File: src/rtl/dds_quarter_wave_ctrl_pkg.sv
// Shared constants for the quarter-wave DDS: phase field positions, pipeline depth, quadrants.
package dds_pkg;

    localparam int DDS_LAT = 3;

    typedef enum logic [1:0] {
        Q0 = 2'b00,
        Q1 = 2'b01,
        Q2 = 2'b10,
        Q3 = 2'b11
    } quad_e;

    function automatic int sgn_bit(input int pw);
        return pw - 1;
    endfunction

    function automatic int mir_bit(input int pw);
        return pw - 2;
    endfunction

    // LSB of the ROM index field; everything below it is truncated
    function automatic int k_lsb(input int pw, input int aw);
        return pw - 2 - aw;
    endfunction

endpackage

File: src/rtl/dds_quarter_wave_ctrl_phase_acc.sv
// Step register, phase accumulator with clear-over-enable priority, and phase offset adder.
module dds_phase_acc
    import dds_pkg::*;
#(
    parameter int PHASE_WIDTH = 32,
    parameter int ADDR_WIDTH  = 8
) (
    input  logic                   clk,
    input  logic                   rst_n,
    input  logic                   en,
    input  logic                   phase_clr,
    input  logic                   fcw_load,
    input  logic [PHASE_WIDTH-1:0] fcw_in,
    input  logic [PHASE_WIDTH-1:0] pcw_in,
    output logic                   launch,
    output logic [ADDR_WIDTH+1:0]  ph_hi
);

    localparam int KL = k_lsb(PHASE_WIDTH, ADDR_WIDTH);

    logic [PHASE_WIDTH-1:0] fcw_r;
    logic [PHASE_WIDTH-1:0] acc;

    assign launch = en | phase_clr;

    // A clear launches its sample from phase zero, so the offset sees 0 rather than acc
    assign ph_hi = (ADDR_WIDTH+2)'(((phase_clr ? '0 : acc) + pcw_in) >> KL);

    always_ff @(posedge clk or negedge rst_n) begin
        if (!rst_n) begin
            fcw_r <= '0;
            acc   <= '0;
        end else begin
            if (fcw_load)
                fcw_r <= fcw_in;
            if (phase_clr)
                acc <= '0;
            else if (en)
                acc <= acc + fcw_r;
        end
    end

endmodule

File: src/rtl/dds_quarter_wave_ctrl.sv
// DDS quarter-wave controller: mirrors the ROM address per quadrant and restores sign on the data.
module dds_quarter_wave_ctrl
    import dds_pkg::*;
#(
    parameter int PHASE_WIDTH = 32,
    parameter int ADDR_WIDTH  = 8,
    parameter int DATA_WIDTH  = 8
) (
    input  logic                   clk,
    input  logic                   rst_n,
    input  logic                   en,
    input  logic [PHASE_WIDTH-1:0] fcw_in,
    input  logic                   fcw_load,
    input  logic [PHASE_WIDTH-1:0] pcw_in,
    input  logic                   phase_clr,
    output logic [ADDR_WIDTH-1:0]  rom_addr,
    input  logic [DATA_WIDTH-1:0]  rom_q,
    output logic [DATA_WIDTH:0]    dout,
    output logic                   dout_valid
);

    logic                  launch;
    logic [ADDR_WIDTH+1:0] ph_hi;
    quad_e                 quad;
    logic [ADDR_WIDTH-1:0] k;
    logic [DATA_WIDTH:0]   mag;
    logic [DDS_LAT-1:1]    vld_pipe;
    logic [DDS_LAT-1:1]    sgn_pipe;

    dds_phase_acc #(
        .PHASE_WIDTH(PHASE_WIDTH),
        .ADDR_WIDTH (ADDR_WIDTH)
    ) u_acc (
        .clk      (clk),
        .rst_n    (rst_n),
        .en       (en),
        .phase_clr(phase_clr),
        .fcw_load (fcw_load),
        .fcw_in   (fcw_in),
        .pcw_in   (pcw_in),
        .launch   (launch),
        .ph_hi    (ph_hi)
    );

    assign quad = quad_e'(ph_hi[ADDR_WIDTH+1:ADDR_WIDTH]);
    assign k    = ph_hi[ADDR_WIDTH-1:0];
    assign mag  = {1'b0, rom_q};

    always_ff @(posedge clk or negedge rst_n) begin
        if (!rst_n) begin
            rom_addr   <= '0;
            vld_pipe   <= '0;
            sgn_pipe   <= '0;
            dout       <= '0;
            dout_valid <= 1'b0;
        end else begin
            vld_pipe <= {vld_pipe[DDS_LAT-2:1], launch};
            sgn_pipe <= {sgn_pipe[DDS_LAT-2:1], (quad == Q2) || (quad == Q3)};
            // Address only moves on a launch so idle cycles leave the ROM port quiet
            if (launch)
                rom_addr <= ((quad == Q1) || (quad == Q3)) ? ~k : k;
            dout_valid <= vld_pipe[DDS_LAT-1];
            if (vld_pipe[DDS_LAT-1])
                dout <= sgn_pipe[DDS_LAT-1] ? -mag : mag;
        end
    end

endmodule

File: config.mk
export PLATFORM = sky130hd
export DESIGN_NAME = dds_quarter_wave_ctrl
export DESIGN_NICKNAME = d
export VERILOG_FILES = /design/src/rtl/dds_quarter_wave_ctrl_pkg.sv /design/src/rtl/dds_quarter_wave_ctrl_phase_acc.sv /design/src/rtl/dds_quarter_wave_ctrl.sv
export SDC_FILE = /design/constraint.sdc
export NUM_CORES = 1
export LEC_CHECK = 0
export BUFFER_PORTS_ARGS = -buffer_cell sky130_fd_sc_hd__buf_2
export CORE_MARGIN = 4
export CORE_UTILIZATION = 60
export CTS_BUF_LIST = sky130_fd_sc_hd__clkbuf_4 sky130_fd_sc_hd__clkbuf_8
export CTS_CLUSTER_DIAMETER = 30
export CTS_CLUSTER_SIZE = 14
export DETAILED_ROUTE_END_ITERATION = 10
export HOLD_SLACK_MARGIN = 0.1
export PLACE_DENSITY_LB_ADDON = 0.25
export SLEW_MARGIN = 5
export SYNTH_ARGS = -nofsm -noshare
export SYNTH_HDL_FRONTEND = slang
export SYNTH_SLANG_ARGS = --single-unit
File: constraint.sdc
create_clock -name clk -period 5.4 [get_ports clk]
set_input_delay 1.08 -clock clk [delete_from_list [all_inputs] [get_ports clk]]
set_output_delay 1.08 -clock clk [all_outputs]
set_load 0.1 [all_outputs]
==> results of run 1 <==
[synthesized netlist by cell type, drive strengths merged, types with 3 or more instances]
| master | number |
|---|---|
| dfrtp | 86 |
| ha | 62 |
| nor2 | 61 |
| a21oi | 59 |
| xnor2 | 38 |
| mux2 | 33 |
| nor2b | 33 |
| nand2 | 32 |
| o21ai | 30 |
| mux2i | 20 |
| clkbuf | 19 |
| inv | 19 |
| a21o | 18 |
| a211oi | 13 |
| xor2 | 11 |
| nor3 | 9 |
| o31ai | 8 |
| nand3 | 7 |
| o21a | 7 |
| a31oi | 6 |
| buf | 6 |
| nand2b | 6 |
| or3 | 6 |
| nand4 | 5 |
| o21bai | 5 |
| a22o | 4 |
| a311oi | 4 |
| o41ai | 4 |
| or4 | 4 |
| a41oi | 3 |
| o311ai | 3 |
| or2 | 3 |
[through the flow]
stage          total power, mW  hold slack [ps]
3_5_place_dp              2.31              340
6_report                  2.85              366
2_1_floorplan             2.02              331
4_1_cts                   2.85              365
3_3_place_gp              2.26              334
5_1_grt                   3.02              363
[final cells by class]
type,count,area (um2)
well taps,133,166
multi-input cells,520,3860
inverters,19,71.3
flip-flops and latches,86,2150
fillers,785,2940
repair buffers,96,488
clock inverters,7,105
clock buffers,9,124
[how the worst max path moves through the flow]
stage	start	end	slack [ps]	cells past startpoint
2_1_floorplan	phase_clr	rom_addr[0]	1310	13
3_3_place_gp	phase_clr	rom_addr[3]	1090	13
3_5_place_dp	phase_clr	rom_addr[3]	910	12
4_1_cts	phase_clr	rom_addr[3]	1320	13
5_1_grt	phase_clr	rom_addr[4]	890	13
6_report	phase_clr	rom_addr[3]	1300	13
[logic make-up after synthesis]
logic type	Yosys count	share of synthesized area
fa+ha+maj	63	0.129
compound gates	179	0.191
xor+xnor	49	0.0695
flops	86	0.348
buf+inv	44	0.0267
mux	53	0.0926
simple gates	176	0.142
[flip-flops by register name, indices dropped and copies added, names as in the netlist]
signal       count
sgn_pipe         2
vld_pipe         2
dout_valid       1
u_acc.fcw_r     32
u_acc.acc       32
rom_addr         8
dout             9
[per-layer routing]
| metal | track usage | up-vias | part of all wire |
|---|---|---|---|
| met1 | 0.326 | 2494 | 0.44 |
| met5 | 0 | - | 0 |
| met4 | 0.0980 | 0 | 0.022 |
| li1 | - | 2542 | - |
| met3 | 0.0346 | 24 | 0.057 |
| met2 | 0.421 | 145 | 0.48 |
[power by group through the flow]
stage	Clock, mW	Combinational (mW)	Sequential [mW]
after global placement	0	1.38	0.877
final	0.531	1.44	0.872
after detailed placement	0	1.42	0.884
after floorplan	0	0.804	1.21
after global routing	0.562	1.57	0.886
after CTS	0.538	1.44	0.871
==> flow_summary.toml, run 1 <==
[pwr]
netSwitchingFraction = 0.459
p_per_area_nw_per_um2 = 409
vdd.ir_drop.worst_uv = 614
power_switching_mw = 1.31
pwr-share-seq = 0.307
p_int_mw = 1.54
combPwrFrac = 0.507
power_leakage_nw = 3.33
pwr-share-clk = 0.187

[setup_path]
worst_setup_path_end_kind = "flop"
crit_chain = "buf_2 > buf_4 > nor2b_1 > ha_1 > a21oi_1 > o21ai_0 > o211ai_1 > o21ai_0 > nor3_1 > nor2_1 > o311ai_4 > xnor2_1 > a21oi_1"
crit_required_ps = 5660
r2r_start = "u_acc.acc[0]"
crit_type = "input port to flop"
critPathTopFamily = "compound AO/OA/AOI/OAI gates"
critPathLaunchType = "input port"
critical_path_peak_fanout = 39
reg2reg_setup_slack_ps = 1710
cpPeakStageDelay_ps = 540
arrival_ps = 4360
path_buf_inv = 2
cp_slowest_cell = "buf_2"
reg2reg_to = "u_acc.acc[28]"
rr_worst_depth = 11

[routing]
ant_nets = 0
first_pass_iters = 5
drt_iter0_markers = 262
drt-vias-per-instance = 5.98
routed-via-count = 5205
drt_wl_total_mm = 14.3
drc = 0
wire_per_inst_um = 16.4

[sta]
rsz0062_at_grt = "false"
fin_crit_sh = 0.760
hold_violations = 0
relSlewSlack = 0.279
fin_skew_ps = 11.1
drv_slew = 0
setup_viol = 0
setup_slack_ps = 1300
worst_pin_slew_ps = 1080
finalCriticalPeriod_ps = 4100
fmax_ghz = 0.244
setup-tns-final_ps = 0

[cells_and_area]
final_cell_mix = "93 x buf_2, 86 x dfrtp_1, 62 x ha_1, 61 x nor2_1, 58 x a21oi_1"
final_layout_size_suffix_gt1_frac = 0.210
fin_area_um2 = 6970
nets = 872
final_cells = 870
post-route-util = 0.703
syn_to_final_growth_pct = 12.8
diodes = 0
mostFrequentLayoutCell = "buf_2"

[die]
start_util = 0.623
dieArea_um2 = 12000
core_um2 = 9910
ioPinCount = 95
die_width_um = 109
die_h_um = 109
rows = 36

[synth]
synth-edff-count = 0
ys_seq_elements = 86
yosys.area.top_type = "dfrtp_1"
ys.warnings.count = 0
synth_top_area_share = 0.348
synth_area_per_cell_um2 = 9.50
syn_area_um2 = 6180
synth-async-reset-ratio = 1.00
synth.distinct_cells = 59
synth_top_flop_cell = "dfrtp_1"
syn_inst = 650
synth_area_leaders = "dfrtp_1 35%, ha_1 13%, mux2_2 6.0%"
synthesis.nets = 790
yosysSeqAreaShare = 0.348

[cts]
postCtsSetupBuffers = 0
cts_buffer_depth = 2
cts_tree = "done"
cts.sinks = 86
cts_hold_buf = 0
clk_pin_slew_worst_paths_ps = 90
cts_resized = 0
worstSkewPairLatency_ps = 380
htreeDepth = 3
numCtsBuffers = 9
root_buffer = "clkbuf_8"

[grt]
grt_pass1_vias = 5066
grt_pass1_wl_mm = 23.6
grt.overflow.total = 0
grt_util_all_layers = 0.250
grt_max_degree = 87
antenna_found_initial = 0

[run]
maxCapViolCount = 0

[placement]
place_area_um2 = 6740
gp_congestion = 0.936
pre_cts_ws_ps = 909
numPortBuffers = 94
dp_hpwl_mm = 10.8
placed_cells_incl_taps = 854

[worst_hold_path]
whs_path_depth = 0
hold_class = "flop to flop"
holdPathEnd = "vld_pipe[2]"
hp-start = "vld_pipe[1]"

[run_status]
status = "finished clean"
Note: power is estimated with default switching activity, not from simulation.
==> inputs of run 2 (changes only) <==
==> constraint.sdc (replaced) <==
create_clock -name clk -period 4.1 [get_ports clk]
set_input_delay 0.82 -clock clk [delete_from_list [all_inputs] [get_ports clk]]
set_output_delay 0.82 -clock clk [all_outputs]
set_load 0.1 [all_outputs]
==> run 2 against run 1 <==
  * Setup slack worse by 840 ps
  * Non-clock buffer count up 3
  * Design area hardly changed
  * Register-to-register slack worse by 1200 ps
  * Largest cell class unchanged
==> flow_summary.toml, run 2 (synthesis results as in run 1) <==
[routing]
wire_per_inst_um = 16.5
drt-vias-per-instance = 5.98
drt_iter0_markers = 313
drt_wl_total_mm = 14.4
routed-via-count = 5222
first_pass_iters = 5
ant_nets = 0
drc = 0

[setup_path]
crit_required_ps = 4350
critPathLaunchType = "input port"
critPathTopFamily = "compound AO/OA/AOI/OAI gates"
cpPeakStageDelay_ps = 530
worst_setup_path_end_kind = "flop"
r2r_start = "u_acc.acc[1]"
critical_path_peak_fanout = 23
reg2reg_to = "u_acc.acc[31]"
arrival_ps = 3890
reg2reg_setup_slack_ps = 540
cp_slowest_cell = "o311ai_4"
crit_chain = "buf_2 > buf_4 > nor2b_1 > ha_1 > a21oi_1 > o21ai_0 > o211ai_1 > o21ai_0 > nor3_1 > nor2_1 > o311ai_4 > xnor2_1 > a21oi_1"
rr_worst_depth = 10
path_buf_inv = 2
crit_type = "input port to flop"

[run_status]
status = "finished clean"

[pwr]
combPwrFrac = 0.515
power_switching_mw = 1.70
p_per_area_nw_per_um2 = 529
pwr-share-clk = 0.173
pwr-share-seq = 0.312
power_leakage_nw = 3.33
vdd.ir_drop.worst_uv = 615
p_int_mw = 1.98
p_total_mw = 3.68
netSwitchingFraction = 0.462

[die]
die_h_um = 109
dieArea_um2 = 12000
ioPinCount = 95
rows = 36
core_um2 = 9910
start_util = 0.623
die_width_um = 109

[placement]
dp_hpwl_mm = 11.1
place_area_um2 = 6760
gp_congestion = 0.951
numPortBuffers = 94

[grt]
grt_max_degree = 87
grt_util_all_layers = 0.252
antenna_found_initial = 0
grt_pass1_vias = 5112
grt.overflow.total = 0
grt_pass1_wl_mm = 23.8

[cts]
cts_buffer_depth = 2
htreeDepth = 3
clk_pin_slew_worst_paths_ps = 80
root_buffer = "clkbuf_8"
numCtsBuffers = 9
postCtsSetupBuffers = 0
cts_hold_buf = 0
cts_tree = "done"
worstSkewPairLatency_ps = 380
cts.sinks = 86
cts_resized = 0

[cells_and_area]
syn_to_final_growth_pct = 12.8
final_layout_size_suffix_gt1_frac = 0.214
final_cell_mix = "93 x buf_2, 86 x dfrtp_1, 62 x ha_1, 61 x nor2_1, 58 x a21oi_1"
mostFrequentLayoutCell = "buf_2"
largest_registers = "u_acc.acc (32), u_acc.fcw_r (32), dout (9)"
post-route-util = 0.703
fin_area_um2 = 6970
nets = 875
diodes = 0

[sta]
fmax_ghz = 0.275
setup_viol = 0
fin_skew_ps = 7.51
rsz0062_at_grt = "false"
finalCriticalPeriod_ps = 3640
relSlewSlack = 0.289
fin_crit_sh = 0.888
worst_pin_slew_ps = 1070
drv_slew = 0
hold_slack_ps = 362
hold_violations = 0
setup-tns-final_ps = 0

[worst_hold_path]
hp-start = "vld_pipe[1]"
holdPathEnd = "vld_pipe[2]"
hold_class = "flop to flop"
whs_path_depth = 0

[run]
maxCapViolCount = 0
-- run 2: per-layer routing --
| metal | up-vias | track usage | routed length (um) |
|---|---|---|---|
| li1 | 2547 | - | - |
| met1 | 2483 | 0.335 | 6550 |
| met2 | 157 | 0.413 | 6690 |
| met3 | 35 | 0.0382 | 793 |
| met4 | 0 | 0.0997 | 339 |
| met5 | - | 0 | 0 |
-- run 2: worst reg2reg max path, delay by kind of cell, from the launching register on --
kind	cells	cell delay, ps
adder cells (fa/ha/maj)	1	310
AO/OA/AOI/OAI	4	1550
multiplexers	1	180
flip-flops	1	440
AND/OR/NAND/NOR	4	990
-- run 2: how the worst max path moves through the flow --
stage	from	endpoint	slack, ps	depth (start not counted)
2_1_floorplan	phase_clr	rom_addr[0]	270	13
3_3_place_gp	phase_clr	rom_addr[6]	250	13
3_5_place_dp	phase_clr	rom_addr[6]	90	13
4_1_cts	phase_clr	rom_addr[6]	500	13
5_1_grt	phase_clr	rom_addr[4]	120	13
6_report	phase_clr	rom_addr[6]	460	13
-- run 2: per-stage QoR --
stage / instances / setup WS, ps
3_5_place_dp: 857 / 92.5
6_report: 873 / 458
3_3_place_gp: 857 / 247
5_1_grt: 873 / 117
4_1_cts: 873 / 504
2_1_floorplan: 650 / 269
-- run 2: power by group through the flow --
| stage | sequential (mW) | combinational [mW] | clock, mW |
|---|---|---|---|
| finish | 1.15 | 1.90 | 0.636 |
| global route | 1.17 | 2.06 | 0.684 |
| CTS | 1.15 | 1.89 | 0.646 |
| floorplan | 1.60 | 1.06 | 0 |
| detailed placement | 1.16 | 1.88 | 0 |
| global placement | 1.16 | 1.82 | 0 |
-- run 2: cell type report --
class,instances,area [um2]
clock buffers,10,138
clock inverters,6,70.1
flip-flops and latches,86,2150
repair buffers,99,510
fillers,801,2940
multi-input cells,520,3860
well taps,133,166
inverters,19,71.3
==> inputs of run 3 (changes only) <==
--- a/config.mk
+++ b/config.mk
@@ -6,8 +6,10 @@
 export NUM_CORES = 1
 export LEC_CHECK = 0
 export BUFFER_PORTS_ARGS = -buffer_cell sky130_fd_sc_hd__buf_2
+export CELL_PAD_IN_SITES_DETAIL_PLACEMENT = 1
+export CELL_PAD_IN_SITES_GLOBAL_PLACEMENT = 1
 export CORE_MARGIN = 4
-export CORE_UTILIZATION = 60
+export CORE_UTILIZATION = 46
 export CTS_BUF_LIST = sky130_fd_sc_hd__clkbuf_4 sky130_fd_sc_hd__clkbuf_8
 export CTS_CLUSTER_DIAMETER = 30
 export CTS_CLUSTER_SIZE = 14
==> run 3 against run 2 <==
  * Final cell count grew 5.2%
  * Largest power group unchanged
  * Die area grew 28%
  * Wire length grew 15%
  * Critical path type is now flop to flop
  * Critical endpoint is now u_acc.acc[31]
==> flow_summary.toml, run 3 (synthesis results as in run 1) <==
[run_status]
status = "finished clean"

[cts]
htreeDepth = 3
postCtsSetupBuffers = 0
numCtsBuffers = 9
worstSkewPairLatency_ps = 390
cts_resized = 0
cts.sinks = 86
cts_buffer_depth = 2
cts_tree = "done"
root_buffer = "clkbuf_8"
cts_hold_buf = 0
clk_pin_slew_worst_paths_ps = 90

[cells_and_area]
nets = 877
mostFrequentLayoutCell = "buf_2"
syn_to_final_growth_pct = 14.0
fillers = 1579
post-route-util = 0.534
diodes = 0
largest_registers = "u_acc.acc (32), u_acc.fcw_r (32), dout (9)"
final_cells = 918
final_layout_size_suffix_gt1_frac = 0.216
final_cell_mix = "93 x buf_2, 86 x dfrtp_1, 62 x ha_1, 61 x nor2_1, 58 x a21oi_1"

[grt]
grt.overflow.total = 0
grt_pass1_vias = 5486
grt_max_degree = 74
grt_pass1_wl_mm = 27.0
grt_util_all_layers = 0.225
antenna_found_initial = 0

[sta]
hold_violations = 0
relSlewSlack = 0.368
finalCriticalPeriod_ps = 3810
fmax_ghz = 0.263
drv_slew = 0
fin_crit_sh = 0.928
setup_viol = 0
hold_slack_ps = 356
fin_skew_ps = 12.5
setup-tns-final_ps = 0
rsz0062_at_grt = "false"
worst_pin_slew_ps = 948

[routing]
wire_per_inst_um = 18.0
ant_nets = 0
drt-vias-per-instance = 5.69
drc = 0
drt_wl_total_mm = 16.5
first_pass_iters = 4
drt_iter0_markers = 256
routed-via-count = 5227

[placement]
numPortBuffers = 94
placed_cells_incl_taps = 902
gp_congestion = 0.815
dp_hpwl_mm = 13.2

[pwr]
p_per_area_nw_per_um2 = 527
p_int_mw = 1.97
netSwitchingFraction = 0.468
vdd.ir_drop.worst_uv = 259
p_total_mw = 3.71
pwr-share-seq = 0.308
combPwrFrac = 0.522
pwr-share-clk = 0.170
power_leakage_nw = 3.35
power_switching_mw = 1.73

[die]
die_width_um = 124
dieArea_um2 = 15300
ioPinCount = 95
die_h_um = 124
start_util = 0.468
rows = 42
core_um2 = 13200

[worst_hold_path]
hold_class = "flop to flop"

[setup_path]
critical_path_peak_fanout = 5
worst_setup_path_end_kind = "flop"
path_buf_inv = 0
arrival_ps = 4120
cp_slowest_cell = "o41ai_1"
crit_required_ps = 4410
critPathTopFamily = "compound AO/OA/AOI/OAI gates"
crit_type = "flop to flop"
crit_chain = "ha_1 > a21o_1 > nand4_1 > a211oi_1 > nor3_1 > o41ai_1 > a311oi_1 > or4_1 > nand3_1 > mux2i_1"
cpPeakStageDelay_ps = 700
critPathLaunchType = "flop"

[run]
maxCapViolCount = 0
## run 3: changes by cell type in the layout (fill, tap and decap cells not counted)
cell and delta:
buf_12 +1, buf_4 +1, clkinv_4 +1, clkbuf_4 +1, clkbuf_8 -1, clkinvlp_4 -1
## run 3: power groups by stage
stage	logic (mW)	clock network, mW	registers, mW
6_report	1.94	0.630	1.14
3_3_place_gp	1.86	0	1.15
3_5_place_dp	1.93	0	1.16
4_1_cts	1.94	0.651	1.15
5_1_grt	2.12	0.685	1.17
2_1_floorplan	1.06	0	1.60
## run 3: through the flow
stage | area (um2) | worst slack [ps]
6_report | 7040 | 294
5_1_grt | 7040 | 98.6
4_1_cts | 7040 | 267
3_5_place_dp | 6840 | 153
3_3_place_gp | 6840 | 299
2_1_floorplan | 6180 | 269
## run 3: area by class of cell
class	count	area [um2]	area share
inverter	19	71.3	0.0101
sequential	86	2150	0.306
clock buffer	10	131	0.0187
tap	176	220	0.0313
multi-input combinational	520	3860	0.548
clock inverter	6	71.3	0.0101
timing repair buffer	101	538	0.0764
## run 3: final timing paths
path                                   start               to  slack [ps]  depth (start not counted)
worst min register to register   vld_pipe[1]      vld_pipe[2]         360                          0
worst min-delay path             vld_pipe[1]      vld_pipe[2]         360                          0
max in group asynchronous              rst_n  u_acc.fcw_r[14]        2750                          2
min in group asynchronous              rst_n   u_acc.fcw_r[0]         560                          1
worst max register to register  u_acc.acc[1]    u_acc.acc[31]         290                         10
worst max-delay path            u_acc.acc[1]    u_acc.acc[31]         290                         10
## run 3: metal layers
layer / part of all wire / routed length [um] / global-route usage / up-vias
li1: - / - / - / 2538
met1: 0.43 / 7100 / 0.282 / 2575
met2: 0.51 / 8420 / 0.390 / 94
met3: 0.047 / 780 / 0.0354 / 20
met4: 0.013 / 209 / 0.0817 / 0
met5: 0 / 0 / 0 / -
## run 3: worst reg2reg max path, stage by stage (launching register included)
cell and delay, ps:
dfrtp_1 440, ha_1 300, a21o_1 140, nand4_1 180
a211oi_1 530, nor3_1 220, o41ai_1 700, a311oi_1 330
or4_1 550, nand3_1 130, mux2i_1 200
